===== config.mk =====
export PLATFORM = sky130hd
export DESIGN_NAME = upc_scanner
export DESIGN_NICKNAME = d
export VERILOG_FILES = /design/src/rtl/upc_scanner.sv
export SDC_FILE = /design/constraint.sdc
export NUM_CORES = 1
export LEC_CHECK = 0
export BUFFER_PORTS_ARGS = -buffer_cell sky130_fd_sc_hd__buf_2
export CAP_MARGIN = 30
export CORE_MARGIN = 3
export CORE_UTILIZATION = 30
export DETAILED_ROUTE_END_ITERATION = 10
export PLACE_DENSITY = 0.54
export SLEW_MARGIN = 5
export SYNTH_ARGS = -nofsm -noshare
export SYNTH_HDL_FRONTEND = slang
export SYNTH_SLANG_ARGS = --single-unit
export TNS_END_PERCENT = 5

===== constraint.sdc =====
create_clock -name clk -period 1.55 [get_ports clk]
set_input_delay 0.155 -clock clk [delete_from_list [all_inputs] [get_ports clk]]
set_output_delay 0.155 -clock clk [all_outputs]
set_load 0.02 [all_outputs]

===== src/rtl/upc_scanner.sv =====
// Serial front end for the UPC item checker: oversampled 7-bit frames
// (start, u, p, c, m, even parity, stop) decoded into held item-code outputs.
module upc_scanner #(
  parameter int CLKS_PER_BIT = 4
) (
  input  logic clk,
  input  logic reset,
  input  logic serial_in,
  output logic u,
  output logic p,
  output logic c,
  output logic m,
  output logic valid,
  output logic par_err,
  output logic frame_err,
  output logic busy
);

  localparam int HALF = CLKS_PER_BIT / 2;
  localparam int CW   = (CLKS_PER_BIT > 2) ? $clog2(CLKS_PER_BIT) : 1;
  localparam logic [CW-1:0] HALF_LAST = CW'(HALF - 1);
  localparam logic [CW-1:0] BIT_LAST  = CW'(CLKS_PER_BIT - 1);

  localparam logic [2:0] IDLE      = 3'd0;
  localparam logic [2:0] START     = 3'd1;
  localparam logic [2:0] DATA      = 3'd2;
  localparam logic [2:0] PARITY    = 3'd3;
  localparam logic [2:0] STOP      = 3'd4;
  localparam logic [2:0] WAIT_IDLE = 3'd5;

  logic [2:0]    state;
  logic [CW-1:0] cyc;
  logic [1:0]    bitcnt;
  logic [3:0]    shadow;
  logic          par_bit;
  logic          sync1, sync2;
  logic          rx;

  // The line is asynchronous; reset high so a reset never looks like a start bit.
  always_ff @(posedge clk) begin
    if (reset) begin
      sync1 <= 1'b1;
      sync2 <= 1'b1;
    end else begin
      sync1 <= serial_in;
      sync2 <= sync1;
    end
  end

  assign rx   = sync2;
  assign busy = (state != IDLE);

  // Each bit is sampled once near its centre; nothing between samples matters.
  always_ff @(posedge clk) begin
    if (reset) begin
      state     <= IDLE;
      cyc       <= '0;
      bitcnt    <= 2'd0;
      shadow    <= 4'd0;
      par_bit   <= 1'b0;
      u         <= 1'b0;
      p         <= 1'b0;
      c         <= 1'b0;
      m         <= 1'b0;
      valid     <= 1'b0;
      par_err   <= 1'b0;
      frame_err <= 1'b0;
    end else begin
      valid     <= 1'b0;
      par_err   <= 1'b0;
      frame_err <= 1'b0;
      case (state)
        IDLE: begin
          if (!rx) begin
            state <= START;
            cyc   <= '0;
          end
        end
        START: begin
          if (cyc == HALF_LAST) begin
            cyc <= '0;
            if (rx) begin
              state <= IDLE;
            end else begin
              state  <= DATA;
              bitcnt <= 2'd0;
            end
          end else begin
            cyc <= cyc + 1'b1;
          end
        end
        DATA: begin
          if (cyc == BIT_LAST) begin
            cyc    <= '0;
            shadow <= {shadow[2:0], rx};
            if (bitcnt == 2'd3) begin
              state <= PARITY;
            end else begin
              bitcnt <= bitcnt + 2'd1;
            end
          end else begin
            cyc <= cyc + 1'b1;
          end
        end
        PARITY: begin
          if (cyc == BIT_LAST) begin
            cyc     <= '0;
            par_bit <= rx;
            state   <= STOP;
          end else begin
            cyc <= cyc + 1'b1;
          end
        end
        STOP: begin
          if (cyc == BIT_LAST) begin
            cyc <= '0;
            if (rx) begin
              state <= IDLE;
              if (^{shadow, par_bit} == 1'b0) begin
                {u, p, c, m} <= shadow;
                valid        <= 1'b1;
              end else begin
                par_err <= 1'b1;
              end
            end else begin
              // A low stop bit means the line may be stuck low; wait for it to recover.
              frame_err <= 1'b1;
              state     <= WAIT_IDLE;
            end
          end else begin
            cyc <= cyc + 1'b1;
          end
        end
        WAIT_IDLE: begin
          if (rx) begin
            state <= IDLE;
          end
        end
        default: begin
          state <= IDLE;
        end
      endcase
    end
  end

endmodule


==> results of run 1 <==
==> routing by layer <==
| layer | part of all wire | GRT usage | up-vias |
|---|---|---|---|
| li1 | - | - | 478 |
| met1 | 0.49 | 0.1496 | 436 |
| met2 | 0.48 | 0.1752 | 6 |
| met3 | 0.025 | 0.03404 | 2 |
| met4 | 0.010 | 0.05109 | 0 |
| met5 | 0 | 0 | - |
==> flip-flops by register name, summed over array words and instances (netlist names) <==
signal	count
rx	1
frame_err	1
c	1
shadow	4
p	1
par_err	1
valid	1
bitcnt	2
m	1
cyc	2
u	1
par_bit	1
sync1	1
state	3
==> worst min path at each step <==
stage                          from     to  slack [ns]  cells after the start
after floorplan           serial_in  sync1        0.26                      1
after global placement    serial_in  sync1        0.34                      2
after detailed placement  serial_in  sync1        0.34                      2
after CTS                 serial_in  sync1        0.07                      2
after global routing      serial_in  sync1        0.07                      2
final                     serial_in  sync1        0.07                      2
==> synthesized netlist by cell type <==
cell       count  area share
nand3b_1       6       0.038
nand2_1        3      0.0095
nor2_1        10       0.032
a211o_1        1      0.0074
buf_6          1      0.0095
o221ai_2       1       0.013
buf_2          3       0.013
dfxtp_1       21        0.36
or3b_1         1      0.0074
clkbuf_2       1      0.0042
mux2i_1       12        0.10
or3b_4         1      0.0095
mux2_2         1      0.0095
a22oi_1        1      0.0064
o21ba_2        1      0.0085
or4b_1         1      0.0085
and4b_1        1      0.0085
a21oi_1       10       0.042
clkbuf_1       5       0.016
ha_1           5       0.053
xor2_1         1      0.0074
a2111oi_4      1       0.023
xnor3_1        1       0.019
inv_1          2      0.0064
nand4_1        2       0.011
xnor2_1        1      0.0074
nor2b_1        4       0.021
or2_2          2       0.011
or3_1          1      0.0053
nand4b_1       2       0.015
nor3b_2        1       0.011
nor3b_1        1      0.0064
o21ai_0        2      0.0085
nand2b_1      15       0.079
o21bai_1       1      0.0064
and3_1         2       0.011
==> layout by cell type, fill, tap and decap left out, types with 3 or more instances in the layout <==
| cell | netlist | final |
|---|---|---|
| nand2_1 | 3 | 3 |
| buf_4 | 0 | 16 |
| mux2i_1 | 12 | 12 |
| nand3b_1 | 6 | 6 |
| nand2b_1 | 15 | 15 |
| buf_2 | 3 | 10 |
| dfxtp_2 | 0 | 7 |
| nor2b_1 | 4 | 4 |
| ha_2 | 0 | 3 |
| nor2_1 | 10 | 9 |
| dfxtp_1 | 21 | 12 |
| a21oi_1 | 10 | 10 |
| clkbuf_8 | 0 | 3 |
==> worst max-delay path: stages, from the launching register on <==
cell and delay (ns):
dfxtp_2 0.34, ha_4 0.15, or3b_4 0.37, a2111oi_4 0.36
nand4_1 0.13, a21oi_1 0.14
==> power by group <==
part           total [mW]  internal (mW)  switching, mW
Clock               0.356          0.179          0.177
Combinational       0.524          0.277          0.247
Sequential          0.601          0.567         0.0332
==> logic make-up (layout without fill, tap and decap cells) <==
kind of cell,count (synthesis),after routing
buf+inv,12,34
simple gates,53,53
compound gates,18,18
flops,21,21
fa+ha+maj,5,5
xor+xnor,3,3
mux,13,13
==> through the flow <==
step,util,setup TNS (ns),hold WS (ns),instance area [µm²]
6_report,0.3987,-0.04119,0.07292,1493
5_1_grt,0.3987,-0.3606,0.06622,1493
4_1_cts,0.3897,-0.09817,0.06522,1459
3_5_place_dp,0.3747,-0.1706,0.3408,1403
3_3_place_gp,0.3747,-0.002603,0.3425,1403
2_1_floorplan,-,-0.007626,0.2588,1195
==> area by class of cell <==
type                            count  area (µm²)  area share
Multi-Input combinational cell     92       740.7      0.4962
Sequential cell                    21       436.7      0.2925
Timing Repair Buffer               28       201.4      0.1350
Tap cell                           48       60.06     0.04023
Clock buffer                        3       41.29     0.02766
Inverter                            2       7.507    0.005029
Clock inverter                      1       5.005    0.003353
==> repair_timing <==
item,4_1_cts,5_1_grt
resized for setup,6,12
endpoints found under the setup margin,6,16
pin swaps,0,1
==> impl_metrics.env, run 1 <==
export IMPL_outcome="complete, but fails checks"
export IMPL_violations="negative setup slack"
export IMPL_drive_gt1_frac=0.3741
export IMPL_ys_seq_area_frac=0.3556
export IMPL_critPathArrivalTime_ns=1.76
export IMPL_wl_per_cell_um=11.88
export IMPL_instances_no_fill=195
export IMPL_crit_path_max_fanout=4
export IMPL_rr_worst_depth=5
export IMPL_avgSynthCellArea_um2=9.459
export IMPL_core_area_um2=3744
export IMPL_grt_use_total=0.1151
export IMPL_gr_total_overflow=0
export IMPL_start_util=0.3158
export IMPL_die_h_um=68.78
export IMPL_die_x_um=68.78
export IMPL_cts_buffers=3
export IMPL_max_freq_mhz=636.4
export IMPL_port_buffers=10
export IMPL_dp_slack_ns=-0.05751
export IMPL_path_clk_slew_ns=0.08
export IMPL_row_count=22
export IMPL_cts_root_buf="clkbuf_8"
export IMPL_synth_compound_area_share=0.1153
export IMPL_regToRegSetupSlack_ns=-0.02
export IMPL_netlist_instances=125
export IMPL_dr_pass1_iters=3
export IMPL_hpwl_mm=1.702
export IMPL_postCtsHoldBufs=0
export IMPL_synthMuxAreaShare=0.1111
export IMPL_p_leak_nw=0.5894
export IMPL_grt_max_degree=27
export IMPL_synth_xor_area_share=0.03386
export IMPL_layout_nets=156
export IMPL_dieArea_um2=4731
export IMPL_max_cap_violations=0
export IMPL_fillers=402
export IMPL_antenna_found_initial=0
export IMPL_grt_pass1_vias=856
export IMPL_ys_types=36
export IMPL_cts_max_level=1
export IMPL_maxSlewHeadroom=0.7289
export IMPL_ios=11
export IMPL_synthAdderAreaFrac=0.05291
export IMPL_setup_viol=2
export IMPL_yosysWarnings=0
export IMPL_crit_path_start_kind="flop"
export IMPL_timing_final_crit_share=1.014
export IMPL_clk_insertion_delay_late_ns=0.26
export IMPL_viasPerCell=4.728
export IMPL_hold_violations=0
export IMPL_drcViolationCount=0
export IMPL_routed_wl_mm=2.316
export IMPL_total_power_mw=1.480
export IMPL_min_path_type="in -> reg"
export IMPL_crit_required_ns=1.74
export IMPL_tritoncts="yes"
export IMPL_endpoint="bitcnt[1]"
export IMPL_clkSinkCount=21
export IMPL_worst_pin_slew_ns=0.4067
export IMPL_worst_setup_path_type="reg -> reg"
export IMPL_drt_iter0_drc=6
export IMPL_ir_worst_vdd_v=0.0005406
export IMPL_vias=922
export IMPL_grt_pass1_wl_mm=4.015
export IMPL_ctsLongestPathBuffers=2
export IMPL_post_cts_buffers=0
export IMPL_synth_area_um2=1182
export IMPL_grt_setup_unrepaired="yes"
export IMPL_synth_seq_cells=21
export IMPL_fin_crit_ns=1.571
export IMPL_report_final_slew_viol_count=0
export IMPL_final_antenna_net_count=0
export IMPL_endpoint_kind="flop"
export IMPL_gp_congestion=0.7925
export IMPL_r2r_end="bitcnt[1]"
export IMPL_fin_ws_ns=-0.02145
export IMPL_startpoint="bitcnt[0]"
export IMPL_layout_area_overhead_vs_synth_pct=26.24
export IMPL_skew_ns=0.002043
export IMPL_synth_fp_nets=133
export IMPL_power_density_nw_per_um2=991.8
export IMPL_placed_cells=191
export IMPL_synth_top_family_by_area="simple AND/OR/NAND/NOR gates"
export IMPL_antennaDiodeCount=0
export IMPL_reg2reg_from="bitcnt[0]"
export IMPL_synth_simple_area_share=0.2825
Power figures use the tool's default switching activity.
==> run 2, diff against run 1 <==
Settings changed: CORE_UTILIZATION 30 to 35, PLACE_DENSITY 0.54 to 0.6, RECOVER_POWER set to 100.
==> run 2 against run 1 <==
  * The run still ends with negative setup slack left
  * Final cell count decreased by 2.1%
  * Hold slack improved by 0.16 ns
  * Sequential power down 2%
  * Design area shrank 3.9%
  * Critical path depth unchanged
  * Largest cell class unchanged
  * Non-clock buffer count stayed put
  * Setup slack got worse by 0.055 ns
==> impl_metrics.env, run 2 (synthesized netlist as in run 1, its figures left out) <==
export IMPL_cts_buffers=3
export IMPL_tns_ns=-0.1218
export IMPL_max_freq_mhz=614.9
export IMPL_crit_path_max_fanout=4
export IMPL_dr_pass1_iters=3
export IMPL_maxSlewHeadroom=0.7492
export IMPL_vias=913
export IMPL_grt_pass1_vias=861
export IMPL_grt_setup_unrepaired="yes"
export IMPL_worst_setup_path_type="reg -> reg"
export IMPL_hold_violations=0
export IMPL_start_util=0.3780
export IMPL_slowest_stage="or3b_4"
export IMPL_worst_pin_slew_ns=0.3762
export IMPL_final_cell_mix="buf_4 (17), nand2b_1 (15), dfxtp_1 (15)"
export IMPL_max_stage_delay_ns=0.38
export IMPL_crit_required_ns=1.79
export IMPL_path_clk_slew_ns=0.11
export IMPL_min_path_type="in -> reg"
export IMPL_max_cap_violations=0
export IMPL_final_antenna_net_count=0
export IMPL_clkSinkCount=21
export IMPL_outcome="complete, but fails checks"
export IMPL_drcViolationCount=0
export IMPL_clk_insertion_delay_late_ns=0.31
export IMPL_die_h_um=64.12
export IMPL_path_cells="ha_4, or3b_4, a2111oi_4, nand4_1, a21oi_1"
export IMPL_drive_gt1_frac=0.2789
export IMPL_grt_use_total=0.1196
export IMPL_antenna_found_initial=0
export IMPL_grt_use_met3=0.03866
export IMPL_viasPerCell=4.780
export IMPL_layout_area_overhead_vs_synth_pct=21.27
export IMPL_top_register="shadow"
export IMPL_die_x_um=64.12
export IMPL_hpwl_mm=1.669
export IMPL_tritoncts="yes"
export IMPL_grt_busiest_layer="met2"
export IMPL_report_final_slew_viol_count=0
export IMPL_cts_root_buf="clkbuf_4"
export IMPL_power_density_nw_per_um2=910.2
export IMPL_p_leak_nw=0.5460
export IMPL_largest_register_ffs=4
export IMPL_post_cts_buffers=0
export IMPL_crit_path_start_kind="flop"
export IMPL_timing_final_crit_share=1.049
export IMPL_grtUsageMet1=0.1441
export IMPL_gr_total_overflow=0
export IMPL_grt_max_degree=27
export IMPL_largest_registers="shadow x4, state x3"
export IMPL_ctsLongestPathBuffers=2
export IMPL_critPathArrivalTime_ns=1.86
export IMPL_drt_iter0_drc=21
export IMPL_gr_usage_met2=0.2000
export IMPL_fin_crit_ns=1.626
export IMPL_endpoint_kind="flop"
export IMPL_dieArea_um2=4111
export IMPL_core_area_um2=3128
export IMPL_ios=11
export IMPL_antennaDiodeCount=0
export IMPL_row_count=20
export IMPL_routed_wl_mm=2.227
export IMPL_layout_nets=156
export IMPL_fin_ws_ns=-0.07632
export IMPL_ir_worst_vdd_v=0.0005118
export IMPL_port_buffers=10
export IMPL_wl_per_cell_um=11.66
export IMPL_total_power_mw=1.305
export IMPL_grt_pass1_wl_mm=3.857
export IMPL_violations="negative setup slack"
export IMPL_cts_max_level=1
export IMPL_final_common_cell="buf_4"
export IMPL_setup_viol=3
export IMPL_gp_congestion=0.7429
export IMPL_skew_ns=0.003372
==> run 2: cell count changes in the layout (fill, tap and decap cells not counted), sizes merged <==
cell         before  now
buf              28   20
clkbuf            3   10
dlygate4sd3       0    1
==> run 2: report_power, final <==
group          switching (mW)  internal (mW)  total [mW]  leakage, nW
Sequential             0.0278          0.562       0.590        0.174
Combinational           0.237          0.217       0.454        0.355
Clock                   0.164         0.0965       0.261       0.0177
Total                   0.429          0.876        1.31        0.546
==> run 2: stage by stage <==
stage	hold WS [ns]	cells	setup slack [ns]	util	area, µm²
global placement	0.3411	186	-0.003556	0.4404	1378
CTS	0.01087	190	-0.1061	0.4512	1411
floorplan	0.2588	125	-0.007626	-	1195
global route	0.2308	191	-0.1909	0.4584	1434
detailed placement	0.3441	186	-0.07943	0.4404	1378
finish	0.2294	191	-0.07632	0.4584	1434
==> run 2: worst max-delay path, delay by kind of cell, from the launching register on <==
family | cells | cell delay (ns)
fa+ha+maj | 1 | 0.15
compound gates | 2 | 0.52
flops | 1 | 0.35
simple gates | 2 | 0.53
==> run 2: layer usage <==
layer  share of wire  wire [µm]  vias to the layer above
li1                -          -                      477
met1            0.48       1067                      422
met4           0.014         31                        0
met5               0          0                        -
met2            0.47       1044                        9
met3           0.038         84                        5
==> run 2: final timing paths <==
| check | start | endpoint | slack [ns] | depth (start not counted) |
|---|---|---|---|---|
| max | bitcnt[0] | bitcnt[1] | -0.08 | 5 |
| min | reset | shadow[1] | 0.23 | 2 |
| max reg2reg | bitcnt[0] | bitcnt[1] | -0.08 | 5 |
| min reg2reg | sync1 | rx | 0.43 | 1 |
==> run 2: area by class of cell <==
type                       instances  area [µm²]
timing repair buffer              28       178.9
clock inverter                     1       5.005
fill                             312        1694
tap                               44       55.05
multi-input combinational         92       732.0
inverter                           2       7.507
sequential                        21       432.9
clock buffer                       3       22.52
==> run 2: what timing repair did <==
item | CTS | global route
pin swaps | 0 | 2
endpoints found under the setup margin | 6 | 11
hold endpoints to repair | 0 | 1
hold buffers | 0 | 1
resized for setup | 4 | 9
